**src/rtl/washer_pkg.sv**
```systemverilog
// rtl/washer_pkg.sv - shared state encoding and machine-phase decode for the wash sequencer
package washer_pkg;

  typedef enum logic [2:0] {
    IDLE, ARM, WAIT_WASH, WASH, WAIT_SPIN, SPIN, COMPLETE, FAULT
  } state_e;

  // Bit positions in the packed machine-phase status vector
  localparam int PH_MOTOR = 0;
  localparam int PH_DRAIN = 1;
  localparam int PH_SOAP  = 2;
  localparam int PH_WATER = 3;
  localparam int PH_W     = 4;

  localparam int WDOG_CYCLES_DEF = 1024;

  function automatic logic is_spin_ph(input logic [PH_W-1:0] ph);
    return ph[PH_MOTOR] & ph[PH_DRAIN];
  endfunction

  function automatic logic is_wash_ph(input logic [PH_W-1:0] ph);
    return ph[PH_MOTOR] & (ph[PH_SOAP] | ph[PH_WATER]) & ~ph[PH_DRAIN];
  endfunction

endpackage

```
**src/rtl/phase_timer.sv**
```systemverilog
// rtl/phase_timer.sv - loadable down-counter that parks at zero and flags terminal count
module phase_timer #(
  parameter int CNT_W = 16
) (
  input  logic             clk,
  input  logic             rst,
  input  logic             load_i,
  input  logic             en_i,
  input  logic [CNT_W-1:0] load_val_i,
  output logic             tc_o
);

  localparam logic [CNT_W-1:0] ONE = CNT_W'(1);

  logic [CNT_W-1:0] cnt_q, cnt_d;

  always_comb begin
    cnt_d = cnt_q;
    if (load_i) begin
      cnt_d = load_val_i;
    end else if (en_i && (cnt_q != '0)) begin
      cnt_d = cnt_q - ONE;
    end
  end

  always_ff @(posedge clk or posedge rst) begin
    if (rst) cnt_q <= '0;
    else     cnt_q <= cnt_d;
  end

  assign tc_o = (cnt_q == '0);

endmodule

```
**src/rtl/wash_program_sequencer.sv**
```systemverilog
// rtl/wash_program_sequencer.sv - drives start/timeouts of the washing machine from latched durations
module wash_program_sequencer
  import washer_pkg::*;
#(
  parameter int CNT_W       = 16,
  parameter int WDOG_CYCLES = WDOG_CYCLES_DEF
) (
  input  logic             clk,
  input  logic             reset,
  input  logic             start_req,
  input  logic [CNT_W-1:0] wash_ticks,
  input  logic [CNT_W-1:0] spin_ticks,
  input  logic             door_lock,
  input  logic             motor_on,
  input  logic             drain_value_on,
  input  logic             soap_wash,
  input  logic             water_wash,
  input  logic             done,
  output logic             start,
  output logic             cycle_timeout,
  output logic             spin_timeout,
  output logic             busy,
  output logic             fault,
  output logic [2:0]       phase_cnt
);

  localparam logic [CNT_W-1:0] WDOG_LOAD = CNT_W'(WDOG_CYCLES - 1);

  // Timers count ticks-1 down to zero; a zero duration behaves like one
  function automatic logic [CNT_W-1:0] to_load(input logic [CNT_W-1:0] t);
    return (t == '0) ? '0 : t - CNT_W'(1);
  endfunction

  function automatic logic is_active(input state_e s);
    return s inside {ARM, WAIT_WASH, WASH, WAIT_SPIN, SPIN};
  endfunction

  state_e           state_q, state_d;
  logic [CNT_W-1:0] wash_lat_q, wash_lat_d, spin_lat_q, spin_lat_d;
  logic             start_q, start_d, cto_q, cto_d, sto_q, sto_d;
  logic             busy_q, busy_d, fault_q, fault_d, soap_prev_q;
  logic [2:0]       phase_q, phase_d;

  logic [PH_W-1:0]  ph;
  logic             wash_ph, spin_ph, accept, kind_chg;
  logic             dur_load, dur_en, dur_tc, wdog_load, wdog_en, wdog_tc;
  logic [CNT_W-1:0] dur_val;

  always_comb begin
    ph           = '0;
    ph[PH_MOTOR] = motor_on;
    ph[PH_DRAIN] = drain_value_on;
    ph[PH_SOAP]  = soap_wash;
    ph[PH_WATER] = water_wash;
  end

  assign spin_ph  = is_spin_ph(ph);
  assign wash_ph  = is_wash_ph(ph) & ~spin_ph;
  assign accept   = (state_q == IDLE) && start_req;
  assign kind_chg = (state_q == WASH) && wash_ph && soap_prev_q && !soap_wash && water_wash;

  always_comb begin
    state_d = state_q;
    case (state_q)
      IDLE:      if (start_req) state_d = ARM;
      ARM:       if (door_lock) state_d = WAIT_WASH;
      WAIT_WASH: if (wdog_tc) state_d = FAULT; else if (wash_ph) state_d = WASH;
      WASH:      if (!wash_ph) state_d = WAIT_SPIN;
      WAIT_SPIN: if (wdog_tc) state_d = FAULT; else if (spin_ph) state_d = SPIN;
      SPIN:      if (done) state_d = COMPLETE;
      COMPLETE:  if (!done) state_d = IDLE;
      FAULT:     state_d = IDLE;
      default:   state_d = IDLE;
    endcase
  end

  assign dur_load  = ((state_q == WAIT_WASH) && (state_d == WASH)) || kind_chg ||
                     ((state_q == WAIT_SPIN) && (state_d == SPIN));
  assign dur_val   = (state_d == SPIN) ? spin_lat_q : wash_lat_q;
  assign dur_en    = (state_q == WASH) || (state_q == SPIN);
  assign wdog_load = ((state_d == WAIT_WASH) || (state_d == WAIT_SPIN)) && (state_d != state_q);
  assign wdog_en   = (state_q == WAIT_WASH) || (state_q == WAIT_SPIN);

  // Outputs look at both sides of the edge so they fall on the edge that leaves a phase
  always_comb begin
    wash_lat_d = accept ? to_load(wash_ticks) : wash_lat_q;
    spin_lat_d = accept ? to_load(spin_ticks) : spin_lat_q;
    start_d    = is_active(state_q) && is_active(state_d);
    busy_d     = (state_q != IDLE) && (state_d != IDLE);
    cto_d      = (state_q == WASH) && (state_d == WASH) && !kind_chg && (cto_q || dur_tc);
    sto_d      = (state_q == SPIN) && (state_d == SPIN) && (sto_q || dur_tc);
    fault_d    = accept ? 1'b0 : (fault_q || (state_d == FAULT));
    phase_d    = phase_q;
    if (accept) begin
      phase_d = '0;
    end else if ((kind_chg || ((state_q == WASH) && (state_d == WAIT_SPIN))) && (phase_q != 3'd7)) begin
      phase_d = phase_q + 3'd1;
    end
  end

  always_ff @(posedge clk or posedge reset) begin
    if (reset) begin
      state_q     <= IDLE;
      wash_lat_q  <= '0;
      spin_lat_q  <= '0;
      start_q     <= 1'b0;
      cto_q       <= 1'b0;
      sto_q       <= 1'b0;
      busy_q      <= 1'b0;
      fault_q     <= 1'b0;
      phase_q     <= '0;
      soap_prev_q <= 1'b0;
    end else begin
      state_q     <= state_d;
      wash_lat_q  <= wash_lat_d;
      spin_lat_q  <= spin_lat_d;
      start_q     <= start_d;
      cto_q       <= cto_d;
      sto_q       <= sto_d;
      busy_q      <= busy_d;
      fault_q     <= fault_d;
      phase_q     <= phase_d;
      soap_prev_q <= soap_wash;
    end
  end

  phase_timer #(.CNT_W(CNT_W)) u_dur_timer (
    .clk(clk), .rst(reset), .load_i(dur_load), .en_i(dur_en),
    .load_val_i(dur_val), .tc_o(dur_tc)
  );

  phase_timer #(.CNT_W(CNT_W)) u_wdog_timer (
    .clk(clk), .rst(reset), .load_i(wdog_load), .en_i(wdog_en),
    .load_val_i(WDOG_LOAD), .tc_o(wdog_tc)
  );

  assign start         = start_q;
  assign cycle_timeout = cto_q;
  assign spin_timeout  = sto_q;
  assign busy          = busy_q;
  assign fault         = fault_q;
  assign phase_cnt     = phase_q;

endmodule

```
**config.mk**
```make
export PLATFORM = sky130hd
export DESIGN_NAME = wash_program_sequencer
export DESIGN_NICKNAME = d
export VERILOG_FILES = /design/src/rtl/washer_pkg.sv /design/src/rtl/phase_timer.sv /design/src/rtl/wash_program_sequencer.sv
export SDC_FILE = /design/constraint.sdc
export NUM_CORES = 1
export LEC_CHECK = 0
export BUFFER_PORTS_ARGS = -buffer_cell sky130_fd_sc_hd__buf_2
export CAP_MARGIN = 40
export CELL_PAD_IN_SITES_DETAIL_PLACEMENT = 1
export CELL_PAD_IN_SITES_GLOBAL_PLACEMENT = 2
export CORE_MARGIN = 5
export CORE_UTILIZATION = 37
export DETAILED_ROUTE_END_ITERATION = 16
export GPL_ROUTABILITY_DRIVEN = 0
export GPL_TIMING_DRIVEN = 0
export PLACE_DENSITY = 0.77
export REMOVE_ABC_BUFFERS = 1
export SYNTH_ARGS = -nofsm -noshare
export SYNTH_HDL_FRONTEND = slang
export SYNTH_SLANG_ARGS = --single-unit
export TNS_END_PERCENT = 1
```
**constraint.sdc**
```tcl
create_clock -name clk -period 3.2 [get_ports clk]
set_clock_uncertainty 0.2 [all_clocks]
set_input_delay 0.48 -clock clk [delete_from_list [all_inputs] [get_ports clk]]
set_output_delay 0.48 -clock clk [all_outputs]
set_load 0.03 [all_outputs]
```
# After elaboration in Yosys (flattened, before gate mapping)
# Index checks and enable logic that the tools add are counted.
# Widths: inputs -> output; s select.
# classes
n_reduce_logical	44
n_addsub	5
n_bitwise	7
n_eq_ne	15
muxes	20
# op_table
operator	n
$mux 16	7
$logic_not 16->1	4
$sub 16x1->16 const B	4
$mux 3	11
$reduce_bool 16->1	2
$pmux 3 s8	1
$eq 3x3->1 const B	7
$logic_and 1x1->1	19
$eq 3x2->1 const B	4
$reduce_bool 5->1	2
$logic_or 1x1->1	9
$eq 3x1->1 const B	2
$reduce_bool 2->1	3
$reduce_bool 3->1	2
$and 1x1->1	4
$add 3x1->3 const B	1
$logic_not 3->1	1
$ne 3x3->1	1
$ne 3x3->1 const B	1
$logic_not 1->1	2
$not 1->1	2
$mux 1	1
$or 1x1->1	1
# word_totals
regBits	76
output_inout_bits	8

# Longest topological paths before layout
# Gate-level depths: netlist (run 1).
# depth
word_depth	13
depth_mapped	11
mapped_depth_nobuf	9

# Modules after synthesis
# From an unflattened synthesis (run 1), not the netlist that was laid out.
# hier_totals
cells_unflattened	529
area_unflattened_um2	4735.8
# modules_own_cells
module	seq_area_each_um2	instances	cells_per_inst	area_each_um2
wash_program_sequencer	1101.1	1	285	2666.3
phase_timer	400.4	2	122	1034.7

# Worst setup path after synthesis (run 1)
# OpenSTA, ideal clock, no wires.
# synth_path
path_type	register -> register
from	reg u_wdog_timer.cnt_q[0]
to	reg u_dur_timer.cnt_q[0]
setup_time_ps	79
path_stages_with_launch	10
arrival_ps	2512
setup_slack_ps	409
t_required_ps	2921
path_buffers	1
period_less_slack_ps	2791
path_cell_list	dfrtp_1 inv_1 ha_1 or4b_1 nor4_4 o21ai_0 nor3b_4 o32ai_4 buf_8 mux2i_1
# synth_via
elab_chain_len	8
elab_cells_between_ends	13
classes_between	eq/ne (2); mux (5); reduce/logical (6)
# synth_lines
element	line	rtl
from (decl)	phase_timer.sv:15	logic [CNT_W-1:0] cnt_q, cnt_d;
from (signal assigned)	phase_timer.sv:28	else cnt_q <= cnt_d;
$logic_not 16->1 *	phase_timer.sv:31	assign tc_o = (cnt_q == '0);
$mux 3 (on tied branches)	wash_program_sequencer.sv:69, wash_program_sequencer.sv:67	
$pmux 3 s8 *	wash_program_sequencer.sv:64	case (state_q)
$eq 3x2->1	wash_program_sequencer.sv:77	assign dur_load = ((state_q == WAIT_WASH) && (state_d == WASH)) || kind_chg ||
$logic_and 1x1->1	wash_program_sequencer.sv:77	
$logic_or 1x1->1 (2 in series)	wash_program_sequencer.sv:77	
$mux 16 or $reduce_bool 2->1 (tied branches)	--	
to (signal assigned)	phase_timer.sv:28	
to (decl)	phase_timer.sv:15	
# Mark *: on every way between the ends. The rest lies on a longest branch, timed or not.
# A chain may end at the register's enable or synchronous reset.

# Worst setup path after layout (run 1)
# layout_path
from	reg u_wdog_timer.cnt_q[8]
to	reg u_dur_timer.cnt_q[11]
# The elaborated chain is that of the path after synthesis.

==> qor.yml, run 1 <==
global_routing:
  grt_max_degree: 57
  grt.overflow.total: 0
  grt_pass1_wl_um: 17400
  grt_use_total_pct: 15.2
  grt_pass1_vias: 3591
  antenna_found_initial: 0
critical_path:
  timing.rr.start: "u_wdog_timer.cnt_q[8]$_DFFE_PP0P_"
  setup.worst_path.start_class: "flip-flop"
  slowest_delay_ns: 0.71
  critPathSlowestCell: "or4_1"
  cp.arrival_ns: 3.07
  crit_path_end_kind: "flip-flop"
  crit_start: "u_wdog_timer.cnt_q[8]$_DFFE_PP0P_"
  worstSetupPathType: "reg -> reg"
  cp_cell_sequence: "or4_1 > nor4_4 > o21ai_0 > nor3b_4 > o32ai_4 > buf_8 > mux2i_1"
  required_ns: 3.26
  critPathMaxFanout: 9
power:
  seq_power_share_pct: 38.1
  p_leak_uw: 0.00211
  p_per_area_nw_per_um2: 820
  p_sw_share_pct: 36.9
  clkPwrFrac_pct: 24.5
  p_int_uw: 2660
  vdd_drop_max_mv: 0.414
  p_switching_uw: 1550
  p_total_uw: 4210
  pwr-share-comb_pct: 37.3
die:
  ios: 49
  start_util_pct: 37.9
  die_area_um2: 14000
  core_area_um2: 11500
  die_x_um: 118
  die_h_um: 118
  row_count: 39
route:
  first_pass_iters: 4
  routedWlPerCell_um: 15.5
  ant_nets: 0
  drtIter0Drc: 101
  drc: 0
  drt-total-wl_um: 10000
  vias_per_cell: 5.14
  vias: 3319
logic_synthesis:
  synthMuxAreaShare_pct: 8.81
  synth_warnings: 0
  syn-cell-area_um2: 4350
  ys_seq_elements: 76
  synth_xor_area_share_pct: 10.5
  async_flop_share_pct: 100
  syn_area_per_cell_um2: 9.81
  synth_edf_count: 0
  synth_simple_gate_area_share_pct: 22.8
  synth_compound_area_share_pct: 8.66
  synth_cell_types: 55
  seq_area_frac_synth_pct: 43.7
  synth_top_family_by_area: "simple AND/OR/NAND/NOR gates"
  synth_fa_ha_area_share_pct: 2.01
  syn-instance-count: 443
  ys.flop_type: "dfrtp_1"
final_layout:
  nNetsFinal: 546
  diodes: 0
  syn2layout_area_growth_pct: 18.2
  drive_above_1_share_pct: 19.3
  final_util_pct: 44.8
  layoutNonFillerInstCount: 646
sta:
  finalHoldViolCount: 0
  fmax_mhz: 332
  min_period_ns: 3.01
  worst_pin_slew_ns: 0.761
  finalCritPeriodShare_pct: 94.2
  maxSlewHeadroom_pct: 48.7
  drv_slew: 0
  finalSetupViolCount: 0
clock_network:
  htreeDepth: 3
  numCtsBuffers: 9
  tritoncts: "done"
  cts.clk_slew.worst_paths_ns: 0.06
  root_buffer: "clkbuf_16"
  clock_tree.buffer_depth: 2
  cts.sinks: 76
  clock_latency_ns: 0.34
worst_hold_path:
  hold_class: "in -> reg"
  hp-start: "soap_wash"
placed_design:
  placed_cells: 625
  hpwl_um: 7670
  io_buffers: 48
flow_run:
  cap_violations: 0
outcome:
  status: "completed"
[final cells by class]
cell class | count | area [um2]
timing repair buffer | 61 | 383
tap | 143 | 179
inverter | 14 | 55.1
clock inverter | 4 | 47.5
multi-input combinational | 336 | 2320
sequential | 76 | 1900
clock buffer | 12 | 256
fill | 1313 | 6330
[synthesized netlist by cell type (2+ instances only)]
cell type,n,area (um2)
a31oi_1,4,25.0
mux2i_1,36,360
nor3_1,17,85.1
nor4_1,12,75.1
dfrtp_1,76,1900
ha_1,7,87.6
xor2_1,24,210
o21ai_1,23,115
clkbuf_1,9,33.8
and2_1,7,43.8
a211oi_1,2,15.0
nand4_1,2,12.5
o21ai_0,15,75.1
buf_4,2,15.0
buf_8,2,30.0
nor2_1,28,105
xnor2_1,28,245
nand2_1,62,233
a21oi_1,7,35.0
nor2b_1,4,25.0
nand2b_1,3,18.8
or3_1,4,25.0
nor3b_1,2,15.0
nand3_1,5,25.0
nor4_4,3,63.8
nand3b_1,3,22.5
inv_1,13,48.8
or4_4,2,22.5
or4_1,10,75.1
buf_2,4,20.0
nand4b_1,2,17.5
nor3b_2,2,25.0
[registers in the layout (all words and copies together), names as in the netlist]
name and flops:
spin_lat_q 16, u_dur_timer.cnt_q 16, u_wdog_timer.cnt_q 16, wash_lat_q 16, phase_cnt 3, state_q 3
busy 1, cycle_timeout 1, fault 1, soap_prev_q 1, spin_timeout 1, start 1
[worst paths after layout]
check | endpoint | slack [ns] | cells past startpoint
max in group asynchronous | start$_DFF_PP0_ | 1.78 | 4
setup reg to reg | u_dur_timer.cnt_q[11]$_DFFE_PP0P_ | 0.19 | 7
setup / recovery | u_dur_timer.cnt_q[11]$_DFFE_PP0P_ | 0.19 | 7
min in group asynchronous | wash_lat_q[1]$_DFFE_PP0P_ | 0.44 | 3
hold / removal | soap_prev_q$_DFF_PP0_ | 0.08 | 1
hold reg to reg | spin_lat_q[13]$_DFFE_PP0P_ | 0.28 | 2
[placed cells by master (no fill, tap or decap), types with 9 or more instances in the layout]
master | Yosys | routed
xor2_1 | 24 | 24
nor3_1 | 17 | 17
dfrtp_1 | 76 | 76
nand2_1 | 62 | 62
or4_1 | 10 | 10
nor2_1 | 28 | 28
xnor2_1 | 28 | 28
nor4_1 | 12 | 11
o21ai_1 | 23 | 23
o21ai_0 | 15 | 15
inv_1 | 13 | 12
clkbuf_16 | 0 | 9
mux2i_1 | 36 | 36
buf_2 | 4 | 48
[repair_timing]
action	4_1_cts	5_1_grt
hold buffers	1	0
pin swaps	0	1
buffers inserted	1	3
endpoints found under the hold margin	20	0
endpoints found under the setup margin	16	26
gates resized for setup	0	1
[critical path, delay by kind of cell (launching register included)]
kind / cells / cell delay [ns]
AND/OR/NAND/NOR: 3 / 1.23
flip-flops: 1 / 0.43
buffers and inverters: 1 / 0.23
AO/OA/AOI/OAI: 2 / 0.63
multiplexers: 1 / 0.20
[metal layers]
metal	GRT usage, %	routed length, um	part of all wire [%]	vias up
met2	25.5	4790	48	53
li1	-	-	-	1661
met1	18.9	4640	46	1590
met5	0	0	0	-
met3	3.49	404	4.0	15
met4	6.02	180	1.8	0
[metrics by stage]
stage	cell area (um2)	hold slack [ns]	setup TNS [ns]	setup slack (ns)
final	5140	0.0821	0	0.186
after global routing	5140	0.0771	-0.00809	-0.00229
after CTS	5110	0.0689	-0.337	-0.0642
after detailed placement	4790	0.262	-1.25	-0.101
after global placement	4670	0.261	-66.84	-1.07
after floorplan	4250	0.249	-2.73	-0.171
[power by group through the flow]
stage | Sequential [uW] | Clock (uW) | Combinational (uW)
finish | 1610 | 1030 | 1570
global route | 1670 | 1110 | 1780
CTS | 1610 | 1060 | 1560
detailed placement | 1630 | 0 | 1540
global placement | 1610 | 0 | 1440
floorplan | 1590 | 0 | 1080
[cell families after synthesis]
group / Yosys count
AO/OA/AOI/OAI: 61
XOR/XNOR: 52
adder cells (fa/ha/maj): 7
buffers and inverters: 31
flip-flops: 76
multiplexers: 37
AND/OR/NAND/NOR: 179
Power figures use the tool's default switching activity.
==> inputs of run 2 (changes only) <==
BUFFER_PORTS_ARGS = -buffer_cell sky130_fd_sc_hd__buf_4   (was -buffer_cell sky130_fd_sc_hd__buf_2)
==> run 2 against run 1 <==
Effect of this change:
- fmax is 0.15% higher
- combinational power hardly changed
- largest power group unchanged
- largest cell class unchanged
- clock power is 9% higher
- global-route usage is 0.39 points higher
- core utilization is 1.3 points higher
- highest routed layer unchanged
- clock-buffer cell count is 1 lower
- critical endpoint is now u_dur_timer.cnt_q[1]$_DFFE_PP0P_
==> qor.yml, run 2 (synthesized netlist as in run 1, its figures left out) <==
final_layout:
  layoutNonFillerInstCount: 645  # -0.15%
  nNetsFinal: 546  # unchanged
  syn2layout_area_growth_pct: 21.7
  mostFrequentLayoutCells: "76 x dfrtp_1, 62 x nand2_1, 55 x buf_4"
  final_util_pct: 46.1  # +1.3 points
  drive_above_1_share_pct: 19.5  # +0.24 points
  final_common_cell: "dfrtp_1"
  fin_area_um2: 5290  # +2.9%
  diodes: 0  # unchanged
global_routing:
  grt_use_total_pct: 15.6  # +0.39 points
  grt_pass1_wl_um: 18000  # +3.2%
  grt_max_degree: 66  # +16%
  antenna_found_initial: 0  # unchanged
  grt.overflow.total: 0  # unchanged
  grt_pass1_vias: 3693  # +2.8%
placed_design:
  hpwl_um: 7700  # +0.47%
  io_buffers: 48  # unchanged
  place_area_um2: 4920  # +2.6%
  placed_cells: 625  # unchanged
  pre_cts_slack_ns: -0.164  # -0.0625 ns
critical_path:
  critPathMaxFanout: 6  # -3
  rrSetupSlack_ns: 0.19  # about the same
  setup.worst_path.start_class: "flip-flop"
  cp.arrival_ns: 3.01  # -0.06 ns
  crit_path_end_kind: "flip-flop"
  path_delay_family: "simple AND/OR/NAND/NOR gates"
  slowest_delay_ns: 0.50  # -0.21 ns
  critPathSlowestCell: "or4b_4"
  worstSetupPathType: "reg -> reg"
  cp_cell_sequence: "inv_1 > ha_1 > or4b_4 > nor4_4 > o21ai_0 > nor3b_4 > nor3b_4 > buf_4 > mux2i_1 > mux2i_1"
  required_ns: 3.20  # -0.06 ns
  critical_path_buf_inv_count: 2  # +1
sta:
  min_period_ns: 3.01  # -0.00441 ns
  whs_ns: 0.0735  # -0.00860 ns
  worst_pin_slew_ns: 0.765  # +0.00399 ns
  drv_slew: 0  # unchanged
  fmax_mhz: 332  # +0.15%
  fin_ws_ns: 0.190  # +0.00441 ns
  finalHoldViolCount: 0  # unchanged
  finalSetupViolCount: 0  # unchanged
  finalCritPeriodShare_pct: 94.1  # -0.14 points
  maxSlewHeadroom_pct: 48.4  # -0.27 points
  rsz0062_at_grt: "no"
clock_network:
  clock_latency_ns: 0.34  # about the same
  root_buffer: "clkbuf_16"
  cts.clk_slew.worst_paths_ns: 0.06  # about the same
  htreeDepth: 3  # unchanged
  tritoncts: "done"
  clock_tree.buffer_depth: 2  # unchanged
  cts.sinks: 76  # unchanged
  numCtsBuffers: 9  # unchanged
route:
  routedWlPerCell_um: 15.9  # +2.6%
  ant_nets: 0  # unchanged
  vias: 3351  # +0.96%
  drtIter0Drc: 152  # +50%
  drt-total-wl_um: 10300  # +2.5%
  first_pass_iters: 4  # unchanged
  vias_per_cell: 5.20  # +1.1%
  drc: 0  # unchanged
power:
  p_leak_uw: 0.00216  # +2.3%
  p_per_area_nw_per_um2: 818  # -0.20%
  vdd_drop_max_mv: 0.447  # +8.0%
worst_hold_path:
  hold_class: "in -> reg"
die:
  die_h_um: 118  # unchanged
  start_util_pct: 37.9  # unchanged
  ios: 49  # unchanged
  core_area_um2: 11500  # unchanged
  die_x_um: 118  # unchanged
  die_area_um2: 14000  # unchanged
  row_count: 39  # unchanged
flow_run:
  cap_violations: 0  # unchanged
outcome:
  status: "completed"
-- run 2: path summary, 6_finish.rpt --
check / endpoint / start / cells after the start
worst max-delay path: u_dur_timer.cnt_q[1]$_DFFE_PP0P_ / u_wdog_timer.cnt_q[0]$_DFFE_PP0P_ / 10
worst min register to register: spin_lat_q[15]$_DFFE_PP0P_ / spin_lat_q[15]$_DFFE_PP0P_ / 2
max in group asynchronous: u_wdog_timer.cnt_q[12]$_DFFE_PP0P_ / reset / 4
worst max register to register: u_dur_timer.cnt_q[1]$_DFFE_PP0P_ / u_wdog_timer.cnt_q[0]$_DFFE_PP0P_ / 10
worst min-delay path: soap_prev_q$_DFF_PP0_ / soap_wash / 1
min in group asynchronous: wash_lat_q[0]$_DFFE_PP0P_ / reset / 3
-- run 2: layout make-up --
class                   instances  area (um2)
inverters                      14        55.1
flip-flops and latches         76        1900
multi-input cells             336        2320
repair buffers                 61         507
clock buffers                  11         253
well taps                     143         179
clock inverters                 4        72.6
fillers                      1285        6180
-- run 2: repair_timing --
action	4_1_cts	5_1_grt
pin swaps	2	1
resized for setup	2	0
endpoints found under the setup margin	16	10
buffers inserted	2	2
hold buffers	1	0
endpoints found under the hold margin	11	0
-- run 2: where the power goes --
part           switching, uW  internal (uW)
combinational            876            725
clock                    396            720
sequential               300           1310
total                   1570           2760
-- run 2: metal layers --
metal  up-vias  wire [um]  track usage (%)
li1       1656          -                -
met2        56       4920             25.7
met5         -          0                0
met1      1628       4800             20.2
met3        11        371             3.87
met4         0        161             4.82
-- run 2: through the flow --
| step | power [uW] | setup TNS, ns |
|---|---|---|
| after floorplan | 2670 | -2.73 |
| after global placement | 3070 | -66.21 |
| after detailed placement | 3200 | -1.96 |
| after CTS | 4380 | -0.0195 |
| after global routing | 4680 | 0 |
| final | 4330 | 0 |
==> inputs of run 3 (changes only) <==
CORE_MARGIN = not set   (was 5)
==> run 3 against run 2 <==
Effect of this change:
- worst hold slack worse by 0.0046 ns
- wire length grew 1.1%
- total power down 3.6%
- combinational power up 3%
- non-clock buffer count fell by 1
- die area down 13%
- sequential share of layout area grew 0.40 points
- global-route usage increased by 2.9 points
- critical path type unchanged
- critical endpoint is now u_dur_timer.cnt_q[11]$_DFFE_PP0P_
- largest power group is now combinational logic
- highest routed layer unchanged
==> qor.yml, run 3 (synthesized netlist as in run 1, its figures left out) <==
clock_network:
  tritoncts: "done"
  root_buffer: "clkbuf_16"
  htreeDepth: 3  # unchanged
  cts.sinks: 76  # unchanged
  cts.clk_slew.worst_paths_ns: 0.06  # about the same
  numCtsBuffers: 9  # unchanged
  clock_tree.buffer_depth: 2  # unchanged
  clock_latency_ns: 0.33  # about the same
route:
  routedWlPerCell_um: 16.1  # +1.2%
  drc: 0  # unchanged
  drtIter0Drc: 92  # -39%
  vias: 3342  # -0.27%
  ant_nets: 0  # unchanged
  vias_per_cell: 5.19  # -0.11%
  drt-total-wl_um: 10400  # +1.1%
  first_pass_iters: 4  # unchanged
final_layout:
  final_common_cell: "dfrtp_1"
  syn2layout_area_growth_pct: 20.3
  layoutNonFillerInstCount: 644  # -0.16%
  mostFrequentLayoutCells: "76 x dfrtp_1, 62 x nand2_1, 52 x buf_4"
  drive_above_1_share_pct: 19.2  # -0.36 points
  diodes: 0  # unchanged
  fin_area_um2: 5230  # -1.1%
  nNetsFinal: 545  # -0.18%
critical_path:
  critPathMaxFanout: 9  # +3
  rrSetupSlack_ns: 0.16  # -0.03 ns
  r2r_end: "u_dur_timer.cnt_q[11]$_DFFE_PP0P_"
  setup.worst_path.start_class: "flip-flop"
  required_ns: 3.20  # about the same
  worstSetupPathType: "reg -> reg"
  rr_worst_depth: 10  # unchanged
  timing.rr.start: "u_wdog_timer.cnt_q[0]$_DFFE_PP0P_"
  crit_path_end_kind: "flip-flop"
  cp.arrival_ns: 3.04  # +0.03 ns
worst_hold_path:
  hp-start: "soap_wash"
  min_path_cells: 1  # unchanged
  hold_end: "soap_prev_q$_DFF_PP0_"
  hold_class: "in -> reg"
global_routing:
  grt.overflow.total: 0  # unchanged
  grt_max_degree: 65  # -1.5%
  grt_pass1_vias: 3619  # -2.0%
  grt_use_total_pct: 18.5  # +2.9 points
  antenna_found_initial: 0  # unchanged
  grt_pass1_wl_um: 18100  # +0.42%
die:
  die_x_um: 110  # -6.8%
  die_h_um: 110  # -6.8%
  core_area_um2: 11400  # -0.42%
  row_count: 39  # unchanged
  ios: 49  # unchanged
  die_area_um2: 12200  # -13%
  start_util_pct: 38.1  # +0.16 points
placed_design:
  placed_cells: 624  # -0.16%
  hpwl_um: 7790  # +1.1%
  place_area_um2: 4900  # -0.28%
  pre_cts_slack_ns: -0.282  # -0.119 ns
  io_buffers: 48  # unchanged
power:
  p_per_area_nw_per_um2: 798  # -2.5%
  p_leak_uw: 0.00212  # -1.6%
  vdd_drop_max_mv: 0.437  # -2.3%
sta:
  maxSlewHeadroom_pct: 43.4  # -5.0 points
  tns_ns: 0  # unchanged
  drv_slew: 0  # unchanged
  fmax_mhz: 329  # -1.0%
  worst_pin_slew_ns: 0.841  # +0.0758 ns
  finalHoldViolCount: 0  # unchanged
  fin_ws_ns: 0.159  # -0.0308 ns
  finalSetupViolCount: 0  # unchanged
  min_period_ns: 3.04  # +0.0308 ns
  rsz0062_at_grt: "no"
  finalCritPeriodShare_pct: 95.0  # +0.96 points
  whs_ns: 0.0688  # -0.00465 ns
flow_run:
  cap_violations: 0  # unchanged
outcome:
  status: "completed"
run 3: cell types whose count changed in the layout (fill, tap and decap cells not counted):
cell / previous run / this run
clkbuf_1: 0 / 1
buf_2: 0 / 1
clkbuf_8: 2 / 0
clkdlybuf4s15_2: 1 / 0
buf_6: 0 / 2
o31ai_4: 0 / 1
bufinv_16: 2 / 0
buf_12: 0 / 1
clkinvlp_4: 1 / 2
buf_4: 55 / 52
clkinv_2: 1 / 3
buf_8: 3 / 2
o31ai_2: 1 / 0
run 3: routing by layer:
| metal | GRT usage (%) | share of wire [%] | vias up | routed length (um) |
|---|---|---|---|---|
| li1 | - | - | 1654 | - |
| met1 | 23.3 | 46 | 1632 | 4790 |
| met2 | 31.8 | 50 | 46 | 5160 |
| met3 | 3.95 | 3.0 | 10 | 310 |
| met4 | 5.07 | 1.1 | 0 | 111 |
| met5 | 0 | 0 | - | 0 |
run 3: final cells by class:
cell class / instances / area, um2
inverter: 14 / 55.1
tap: 143 / 179
clock buffer: 10 / 229
clock inverter: 5 / 30.0
sequential: 76 / 1900
fill: 1311 / 6190
timing repair buffer: 60 / 505
multi-input combinational: 336 / 2330
run 3: power by group:
| part | total (uW) | switching [uW] | internal, uW |
|---|---|---|---|
| Combinational | 1650 | 908 | 747 |
| Clock | 907 | 390 | 516 |
| Sequential | 1610 | 301 | 1310 |
| Total | 4170 | 1600 | 2570 |
run 3: through the flow:
stage          utilization [%]  total power [uW]
2_1_floorplan                -              2670
3_3_place_gp              41.9              3080
3_5_place_dp              42.9              3220
4_1_cts                   45.5              4180
5_1_grt                   45.8              4510
6_report                  45.8              4170
run 3: worst max path at each step:
stage / endpoint / slack [ns] / cells past startpoint / startpoint
2_1_floorplan: u_dur_timer.cnt_q[0]$_DFFE_PP0P_ / -0.17 / 9 / u_wdog_timer.cnt_q[0]$_DFFE_PP0P_
3_3_place_gp: spin_lat_q[10]$_DFFE_PP0P_ / -1.16 / 6 / spin_ticks[9]
5_1_grt: u_dur_timer.cnt_q[12]$_DFFE_PP0P_ / 0.02 / 9 / u_wdog_timer.cnt_q[0]$_DFFE_PP0P_
3_5_place_dp: wash_lat_q[3]$_DFFE_PP0P_ / -0.28 / 9 / wash_ticks[7]
6_report: u_dur_timer.cnt_q[11]$_DFFE_PP0P_ / 0.16 / 10 / u_wdog_timer.cnt_q[0]$_DFFE_PP0P_
4_1_cts: u_wdog_timer.cnt_q[14]$_DFFE_PP0P_ / -0.14 / 9 / u_wdog_timer.cnt_q[0]$_DFFE_PP0P_
run 3: timing repair:
| item | CTS | global route |
|---|---|---|
| endpoints found under the hold margin | 12 | 0 |
| gates cloned | 0 | 0 |
| buffers inserted | 1 | 3 |
| hold buffers | 1 | 0 |
| endpoints found under the setup margin | 16 | 24 |
| resized for setup | 0 | 3 |
| pin swaps | 1 | 1 |
run 3: critical path, cell delays in order (launching register included):
cell and delay [ns]:
dfrtp_1 0.40, inv_1 0.10, ha_1 0.15, or4b_4 0.50, nor4_4 0.33, o21ai_0 0.13, nor3b_4 0.21, nor3b_4 0.31
buf_8 0.20, mux2i_1 0.27, mux2i_1 0.11
